==> config.mk <==
export PLATFORM = sky130hd
export DESIGN_NAME = led_blink_ctrl
export DESIGN_NICKNAME = d
export VERILOG_FILES = /design/src/rtl/led_blink_ctrl.sv
export SDC_FILE = /design/constraint.sdc
export NUM_CORES = 1
export LEC_CHECK = 0
export ABC_AREA = 1
export CORE_ASPECT_RATIO = 0.7
export CORE_MARGIN = 4
export CORE_UTILIZATION = 60
export CTS_CLUSTER_SIZE = 24
export DETAILED_ROUTE_END_ITERATION = 12
export PLACE_DENSITY = 0.8
export RECOVER_POWER = 50
export SLEW_MARGIN = 20
export SYNTH_ARGS = -nofsm -noshare
export SYNTH_HDL_FRONTEND = slang
export SYNTH_SLANG_ARGS = --single-unit
==> constraint.sdc <==
create_clock -name clk -period 6.3 [get_ports clk]
set_clock_uncertainty 0.05 [all_clocks]
set_input_delay 1.89 -clock clk [delete_from_list [all_inputs] [get_ports clk]]
set_output_delay 1.89 -clock clk [all_outputs]
set_load 0.02 [all_outputs]
==> src/rtl/led_blink_ctrl.sv <==
// Status LED controller: a shared period down-counter drives CHANNELS LED lanes
// (off/on/blink/pulse) plus an 8-bit status bank that mirrors the core's code byte.

module led_blink_lane #(
  parameter int CW       = 32,
  parameter int BOARD_CK = 50000000,
  parameter int IDX      = 0
) (
  input  logic          clk,
  input  logic          reset,
  input  logic          we,
  input  logic [1:0]    wmode,
  input  logic [4:0]    wtap,
  input  logic [CW-1:0] cnt,
  output logic          led
);
  localparam logic [CW-1:0] PULSE_TH = CW'(BOARD_CK - BOARD_CK / 8);

  logic [1:0]    mode;
  logic [4:0]    tap;
  logic [CW-1:0] sh;
  logic          nxt;

  always_ff @(posedge clk or posedge reset) begin
    if (reset) begin
      mode <= 2'd2;
      tap  <= 5'(24 - IDX);
    end else if (we) begin
      mode <= wmode;
      tap  <= wtap;
    end
  end

  // Shifting by tap >= CW yields zero, which is the required blink output there.
  always_comb begin
    sh  = cnt >> tap;
    nxt = 1'b0;
    case (mode)
      2'd0:    nxt = 1'b0;
      2'd1:    nxt = 1'b1;
      2'd2:    nxt = sh[0];
      default: nxt = (cnt >= PULSE_TH);
    endcase
  end

  always_ff @(posedge clk or posedge reset) begin
    if (reset) led <= 1'b0;
    else       led <= nxt;
  end
endmodule

module led_blink_ctrl #(
  parameter int CHANNELS = 3,
  parameter int BOARD_CK = 50000000,
  parameter int CW       = 32,
  localparam int CHW     = (CHANNELS > 1) ? $clog2(CHANNELS) : 1
) (
  input  logic                clk,
  input  logic                reset,
  input  logic [7:0]          code,
  input  logic                cfg_we,
  input  logic [CHW-1:0]      cfg_ch,
  input  logic [1:0]          cfg_mode,
  input  logic [4:0]          cfg_tap,
  output logic [CHANNELS-1:0] led,
  output logic [7:0]          leds,
  output logic                test_mode,
  output logic                tick
);
  localparam logic [CW-1:0] RELOAD = CW'(BOARD_CK - 1);
  localparam logic [CW-1:0] HALF   = CW'(BOARD_CK / 2);

  logic [CW-1:0]       cnt;
  logic                restart;
  logic [CHANNELS-1:0] wr;

  assign restart = (code == 8'h52);

  // Restart holds the counter at zero; the reload on zero preempts any decrement.
  always_ff @(posedge clk or posedge reset) begin
    if (reset) begin
      cnt  <= '0;
      tick <= 1'b0;
    end else begin
      tick <= (cnt == '0) && !restart;
      if (restart)          cnt <= '0;
      else if (cnt == '0)   cnt <= RELOAD;
      else                  cnt <= cnt - 1'b1;
    end
  end

  always_ff @(posedge clk or posedge reset) begin
    if (reset) begin
      test_mode <= 1'b0;
      leds      <= 8'h00;
    end else begin
      test_mode <= (code == 8'h54);
      leds      <= test_mode ? ((cnt < HALF) ? 8'hFF : 8'h00) : code;
    end
  end

  // Out-of-range channel indices match no lane and are dropped.
  for (genvar i = 0; i < CHANNELS; i++) begin : g_lane
    assign wr[i] = cfg_we && (32'(cfg_ch) == i);
    led_blink_lane #(.CW(CW), .BOARD_CK(BOARD_CK), .IDX(i)) u_lane (
      .clk   (clk),
      .reset (reset),
      .we    (wr[i]),
      .wmode (cfg_mode),
      .wtap  (cfg_tap),
      .cnt   (cnt),
      .led   (led[i])
    );
  end
endmodule

After elaboration in Yosys (flattened, before gate mapping)
Cells that the tools add are included.
- flip-flop bits (word level): 66
- input port bits: 20
- logic and storage cells: 46
- output and inout port bits: 13
- muxes and demuxes: 7
- shift operators: 3
- magnitude comparators: 2
- reduce and logical (&&, ||, !) cells: 10
- $add $sub $neg: 1
- eq/ne operators: 10
- operators with widths (cell ; number):
    32-bit by 5-bit right shift with 1-bit output ; 3
    32-bit 2-to-1 mux ; 2
    32-bit by 26-bit greater-or-equal comparator with 1-bit output (second input constant) ; 1
    32-bit logical NOT ; 1
    32-bit by 25-bit less-than comparator with 1-bit output (second input constant) ; 1
    32-bit by 1-bit subtractor with 32-bit output (second input constant) ; 1
    8-bit by 7-bit equality test with 1-bit output (second input constant) ; 2
    8-bit 2-to-1 mux ; 2
    1-bit case mux with 3 select lines ; 3
    2-bit by 1-bit equality test with 1-bit output (second input constant) ; 4
    2-bit equality test (second input constant) ; 4
    2-bit logical NOT ; 4
    1-bit logical AND ; 4
    1-bit logical NOT ; 1

Longest topological paths before layout
Gate-level depths: netlist of the first run.
- word-level depth: 3
- mapped depth: 12
- depth with buffers taken out: 11

Cells and area by module
Synthesis of the first run repeated with hierarchy kept, for this count alone.
- cells, all modules: 732
- area total of the unflattened synthesis: 4874.7 um^2
- by module, submodules not included (module ; instances ; cells each ; sequential area each (um^2) ; area each (um^2)):
    led_blink_ctrl ; 1 ; 330 ; 1051.0 ; 2446.1
    led_blink_lane at g_lane[1].u_lane ; 1 ; 134 ; 206.4 ; 810.8
    led_blink_lane at g_lane[2].u_lane ; 1 ; 134 ; 205.2 ; 809.5
    led_blink_lane at g_lane[0].u_lane ; 1 ; 134 ; 203.9 ; 808.3

Least setup slack after synthesis of the first run
No wires, ideal clock.
- path type: input port to flip-flop
- start: input code[1]
- end: register cnt[21]
- data required time: 6137 ps
- stages: 7
- arrival: 2701 ps
- path buffers: 0
- setup time: 113 ps
- path slack: 3436 ps
- path through: inv_1 > nor4_1 > inv_1 > nor2_1 > inv_1 > nand2_1 > inv_1
- word-level cells in the longest chain between the ends: 2
- RTL lines (element ; line ; text):
    start: declaration ; 60 ; input logic [7:0] code,
    8-bit by 7-bit equality test with 1-bit output ; 77 ; assign restart = (code == 8'h52);
    32-bit 2-to-1 mux ; 86 ; if (restart) cnt <= '0;
    end signal: assignment ; 88 ; else cnt <= cnt - 1'b1;
    end: declaration ; 73 ; logic [CW-1:0] cnt;
Every way passes these cells.
A chain may end at the register's enable or synchronous reset.

Worst setup path in the final report of the first run
- start: register test_mode
- end: output test_mode
- RTL lines (element ; line ; text):
    start: declaration ; 67 ; output logic test_mode,
    start signal: assignment ; 97 ; test_mode <= (code == 8'h54);
No word-level cell between the ends.

==> results of run 1 <==
[sequential cells by signal, summed over array words and instances, names as in the netlist]
name and count:
tick 1, g_lane.u_lane.mode 6, cnt 32, leds 8, g_lane.u_lane.led 3, g_lane.u_lane.tap 15, test_mode 1
[layout by cell type (no fill, tap or decap), drive strengths merged, types with 2 or more instances in the layout]
cell type and count:
clkbuf 12, a21oi 9, nor2 87, dfstp 12, clkinv 2, nand4 11, xor2 12, nand2 213
nor3 8, nand3 102, dlygate4sd3 9, inv 73, a31oi 3, nor4 2, dfrtp 54, xnor2 5
clkinvlp 2, nand3b 4, clkdlybuf4s50 23, o21ai 39
[cells by family (layout without fill, tap and decap cells)]
logic type / after synthesis / count (layout) / share of synthesized area (%)
DFF: 66 / 66 / 37.8
xor gates and xnor gates: 17 / 17 / 3.38
buffers and inverters: 112 / 123 / 10.6
AOI/OAI and AO/OA: 52 / 52 / 6.28
adders and majority gates: 1 / 1 / 0.284
and+or+nand+nor: 428 / 428 / 41.6
[path summary, 6_finish.rpt]
check | end | cells after the start | slack (ns) | start
worst min-delay path | g_lane[0].u_lane.tap[4] | 2 | 0.45 | g_lane[0].u_lane.tap[4]
worst max-delay path | test_mode | 1 | 2.82 | test_mode
worst max register to register | cnt[27] | 9 | 3.99 | cnt[0]
min in group asynchronous | cnt[18] | 3 | 2.19 | reset
max in group asynchronous | cnt[31] | 3 | 3.47 | reset
worst min register to register | g_lane[0].u_lane.tap[4] | 2 | 0.45 | g_lane[0].u_lane.tap[4]
[metal layers]
layer	routed length (um)	share of wire, %
met1	6010	45
met2	5500	41
met3	1590	12
met4	376	2.8
met5	0	0
[final cells by class]
cell class	instances	area (sq um)
clock buffer	12	155
clock inverter	4	50.0
fill	620	2080
inverter	74	278
multi-input combinational	498	2270
sequential	66	1670
tap	94	118
timing repair buffer	33	328
[power by group]
group,switching [mW],internal (mW)
logic,0.234,0.161
clock network,0.167,0.204
registers,0.156,0.496
total,0.557,0.861
[per-stage QoR]
| step | area, sq um | power [mW] |
|---|---|---|
| after floorplan | 4400 | 0.922 |
| after global placement | 4660 | 1.03 |
| after detailed placement | 4660 | 1.04 |
| after CTS | 4870 | 1.41 |
| after global routing | 4870 | 1.50 |
| final | 4870 | 1.42 |
==> results.cfg, run 1 <==
[floorplan]
core_sq_um = 6940
dieArea_sq_um = 8800
die_w_um = 110
fp.dieH_um = 79.7
io-pin-count = 33
num_rows = 25
initial_core_util_pct = 63.4

[clocking]
post-cts-setup-buffers = 0
clkSlewWorstSetupHoldPaths_ns = 0.07
postCtsHoldBufs = 0
cts_buffers = 9
cts_resized = 0
cts_tree = built
clk_latency_ns = 0.35
clock-root-buffer = clkbuf_8
cts_buffer_depth = 2
htreeDepth = 3
cts.sinks = 66

[timing]
worst_slew_pin_slew_ns = 0.895
drv_slew = 0
hold_viol = 0
period_share_pct = 55.2
timing.hold.ws_ns = 0.454
worst_slack_ns = 2.82
setup_viol = 0
period_minus_slack_ns = 3.48
fin_tns_setup_ns = 0
fmax_mhz = 288
rsz0062_at_grt = no
worst_slew_margin_rel_pct = 39.9

[synth]
synth.distinct_cells = 28
yosysWarnings = 0
synth.largest_area_cell = dfrtp_1
synth-seq-cells = 66
synth-edff-count = 0
ys_async_sr_fraction_pct = 100
syn_avg_cell_area_sq_um = 6.52
seq_area_frac_synth_pct = 37.8
synth_common_cells = nand2_1 (210), nand3_1 (102), nor2_1 (83), inv_1 (74), dfrtp_1 (54)
syn_area_sq_um = 4400
ys.flop_type = dfrtp_1
synth_top_area_share_pct = 30.7
syn_nets = 697
yosysMostFrequentCell = nand2_1
netlist_top_cells_area = dfrtp_1 (31%), nand2_1 (18%), nand3_1 (12%)
synthCells = 676

[global_route]
grt_pass1_wl_mm = 22.2
grt_overflow = 0
met2_usage_pct = 47.6
grt_max_degree = 67
grt_use_met3_pct = 7.20
busiest_layer = met2
grt_pass1_vias = 4261
grtUsageMet1_pct = 47.0
grt_usage_pct = 32.4
antenna_found_initial = 0

[setup_path]
crit_path_end_kind = output port
worstSetupPathType = flop to output port
cpPeakStageDelay_ns = 0.67
crit_arrival_ns = 1.54
cp_cell_sequence = clkdlybuf4s50_1
path_buf_inv = 1
cp_top_family = buffers and inverters
cp-start-kind = flop
crit_path_top_delay_cell = clkdlybuf4s50_1
crit_path_max_fanout = 10
worstPathRequired_ns = 4.36

[cells_and_area]
drive_above_1_share_pct = 5.24
final_cell_count_no_fill = 781
diodes = 0
nets = 703
area_growth_pct = 10.5
final_util_pct = 70.1

[power_and_ir_drop]
power.leakage_nw = 2.31
powerDensity_nw_per_um2 = 292
worst_ir_drop_vdd_mv = 0.142

[drt]
wl_per_cell_um = 17.3
first_iter_violations = 549
via_per_inst = 5.84
drtPass1Iterations = 6
drt-total-wl_mm = 13.5
post-route-drc-count = 0
ant_nets = 0
vias = 4564

[placed_design]
portBuffers = 32
hpwlAfterDp_mm = 9.78
gp_congestion = 0.961
place_ws_ns = 2.63
place_inst = 765

[flow_run]
max-cap-violations = 0

[run_status]
status = complete, no violations

[worst_hold_path]
hold_class = flop to flop
No activity file was read; power rests on OpenSTA's default activity.
==> run 2, diff against run 1 <==
--- a/config.mk
+++ b/config.mk
@@ -8,10 +8,10 @@
 export ABC_AREA = 1
 export CORE_ASPECT_RATIO = 0.7
 export CORE_MARGIN = 4
-export CORE_UTILIZATION = 60
+export CORE_UTILIZATION = 54
 export CTS_CLUSTER_SIZE = 24
 export DETAILED_ROUTE_END_ITERATION = 12
-export PLACE_DENSITY = 0.8
+export PLACE_DENSITY = 0.76
 export RECOVER_POWER = 50
 export SLEW_MARGIN = 20
 export SYNTH_ARGS = -nofsm -noshare
==> constraint.sdc (replaced) <==
create_clock -name clk -period 2.82 [get_ports clk]
set_clock_uncertainty 0.05 [all_clocks]
set_input_delay 0.846 -clock clk [delete_from_list [all_inputs] [get_ports clk]]
set_output_delay 0.846 -clock clk [all_outputs]
set_load 0.02 [all_outputs]
==> run 2 against run 1 <==
Critical path depth is the same. Die area grew 10%. Power increased by 150%. Global-route usage shrank 2.8 points.
==> results.cfg, run 2 (same netlist as run 1, synthesis figures left out) <==
[run_status]
status = complete, no violations

[clocking]
postCtsHoldBufs = 0
cts.sinks = 66
htreeDepth = 3
cts_buffers = 9
clkSlewWorstSetupHoldPaths_ns = 0.06
cts_resized = 0
post-cts-setup-buffers = 0
cts_tree = built
clk_latency_ns = 0.34
cts_buffer_depth = 2
clock-root-buffer = clkbuf_16

[global_route]
antenna_found_initial = 0
grt_overflow = 0
met2_usage_pct = 39.1
grt_usage_pct = 29.6
grt_pass1_vias = 4267
grtUsageMet1_pct = 45.6
busiest_layer = met1
grt_use_met3_pct = 10.9
grt_pass1_wl_mm = 22.2
grt_max_degree = 59

[floorplan]
io-pin-count = 33
num_rows = 27
initial_core_util_pct = 55.7
dieArea_sq_um = 9690
core_sq_um = 7910
fp.dieH_um = 83.6
die_w_um = 116

[setup_path]
worstSetupPathType = flop to output port
crit_path_end_kind = output port
path_buf_inv = 1
cp-start-kind = flop
crit_arrival_ns = 1.51
cpPeakStageDelay_ns = 0.67
worstPathRequired_ns = 1.92
crit_path_max_fanout = 10
r2r_start = cnt[0]
crit_path_top_delay_cell = clkdlybuf4s50_1
worstSetupStartpoint = test_mode
cp_cell_sequence = clkdlybuf4s50_1
cp_top_family = buffers and inverters

[cells_and_area]
top_regs = cnt x32, g_lane.u_lane.tap x15, leds x8
nets = 707
largest_reg_flops = 32
diodes = 0
layout_common_cells = nand2_1 (210), nand3_1 (102), nor2_1 (83)
mostFrequentLayoutCell = nand2_1
drive_above_1_share_pct = 5.64
area_growth_pct = 13.5
regMostFlops = cnt

[flow_run]
max-cap-violations = 0

[power_and_ir_drop]
powerDensity_nw_per_um2 = 697
clkPwrFrac_pct = 32.5
power.switching_mw = 1.27
sw_frac_of_total_pct = 36.5
p_total_mw = 3.49
pwr-share-seq_pct = 40.4
power.internal_mw = 2.21
p_comb_share_pct = 27.1
worst_ir_drop_vdd_mv = 0.587
power.leakage_nw = 2.38

[drt]
ant_nets = 0
first_iter_violations = 555
drt-total-wl_mm = 13.3
wl_per_cell_um = 16.8
vias = 4602
drtPass1Iterations = 5
post-route-drc-count = 0
via_per_inst = 5.81

[timing]
timing.hold.ws_ns = 0.446
rsz0062_at_grt = no
setup_viol = 0
fmax_mhz = 415
hold_viol = 0
fin_tns_setup_ns = 0
drv_slew = 0
period_share_pct = 85.4
worst_slew_pin_slew_ns = 0.813
worst_slew_margin_rel_pct = 45.8
period_minus_slack_ns = 2.41

[placed_design]
portBuffers = 32
gp_congestion = 1.01
hpwlAfterDp_mm = 9.75

[worst_hold_path]
hp-start = g_lane[0].u_lane.tap[4]
hold_class = flop to flop
run 2: power groups by stage:
stage / clock [mW] / combinational (mW) / sequential [mW]
finish: 1.13 / 0.944 / 1.41
global route: 1.19 / 1.07 / 1.42
CTS: 1.15 / 0.929 / 1.39
detailed placement: 0 / 0.922 / 1.41
global placement: 0 / 0.894 / 1.40
floorplan: 0 / 0.845 / 1.22
run 2: worst paths after layout:
path	to	slack [ns]	cells past startpoint
worst max-delay path	test_mode	0.41	1
worst min-delay path	g_lane[0].u_lane.tap[4]	0.45	2
worst max register to register	cnt[27]	0.63	9
worst min register to register	g_lane[0].u_lane.tap[4]	0.45	2
max in group asynchronous	g_lane[1].u_lane.led	0.71	3
min in group asynchronous	cnt[0]	0.85	2
run 2: area by class of cell:
class                      count  area, sq um
tap                          101          126
inverter                      74          278
fill                         728         2910
multi-input combinational    498         2270
clock inverter                 2         35.0
sequential                    66         1670
clock buffer                  14          264
timing repair buffer          37          358
run 2: through the flow:
step                worst slack, ns  utilization [%]  area [sq um]  instances
CTS                           0.422             63.4          5010        792
detailed placement            0.448             59.6          4710        776
global placement              0.547             59.6          4710        776
global route                  0.358             63.2          5000        792
floorplan                     0.289                -          4400        676
finish                        0.412             63.2          5000        792
run 2: metal layers:
layer	vias to the layer above	part of all wire, %
li1	2157	-
met1	2171	45
met2	254	40
met3	20	14
met4	0	1.0
met5	-	0
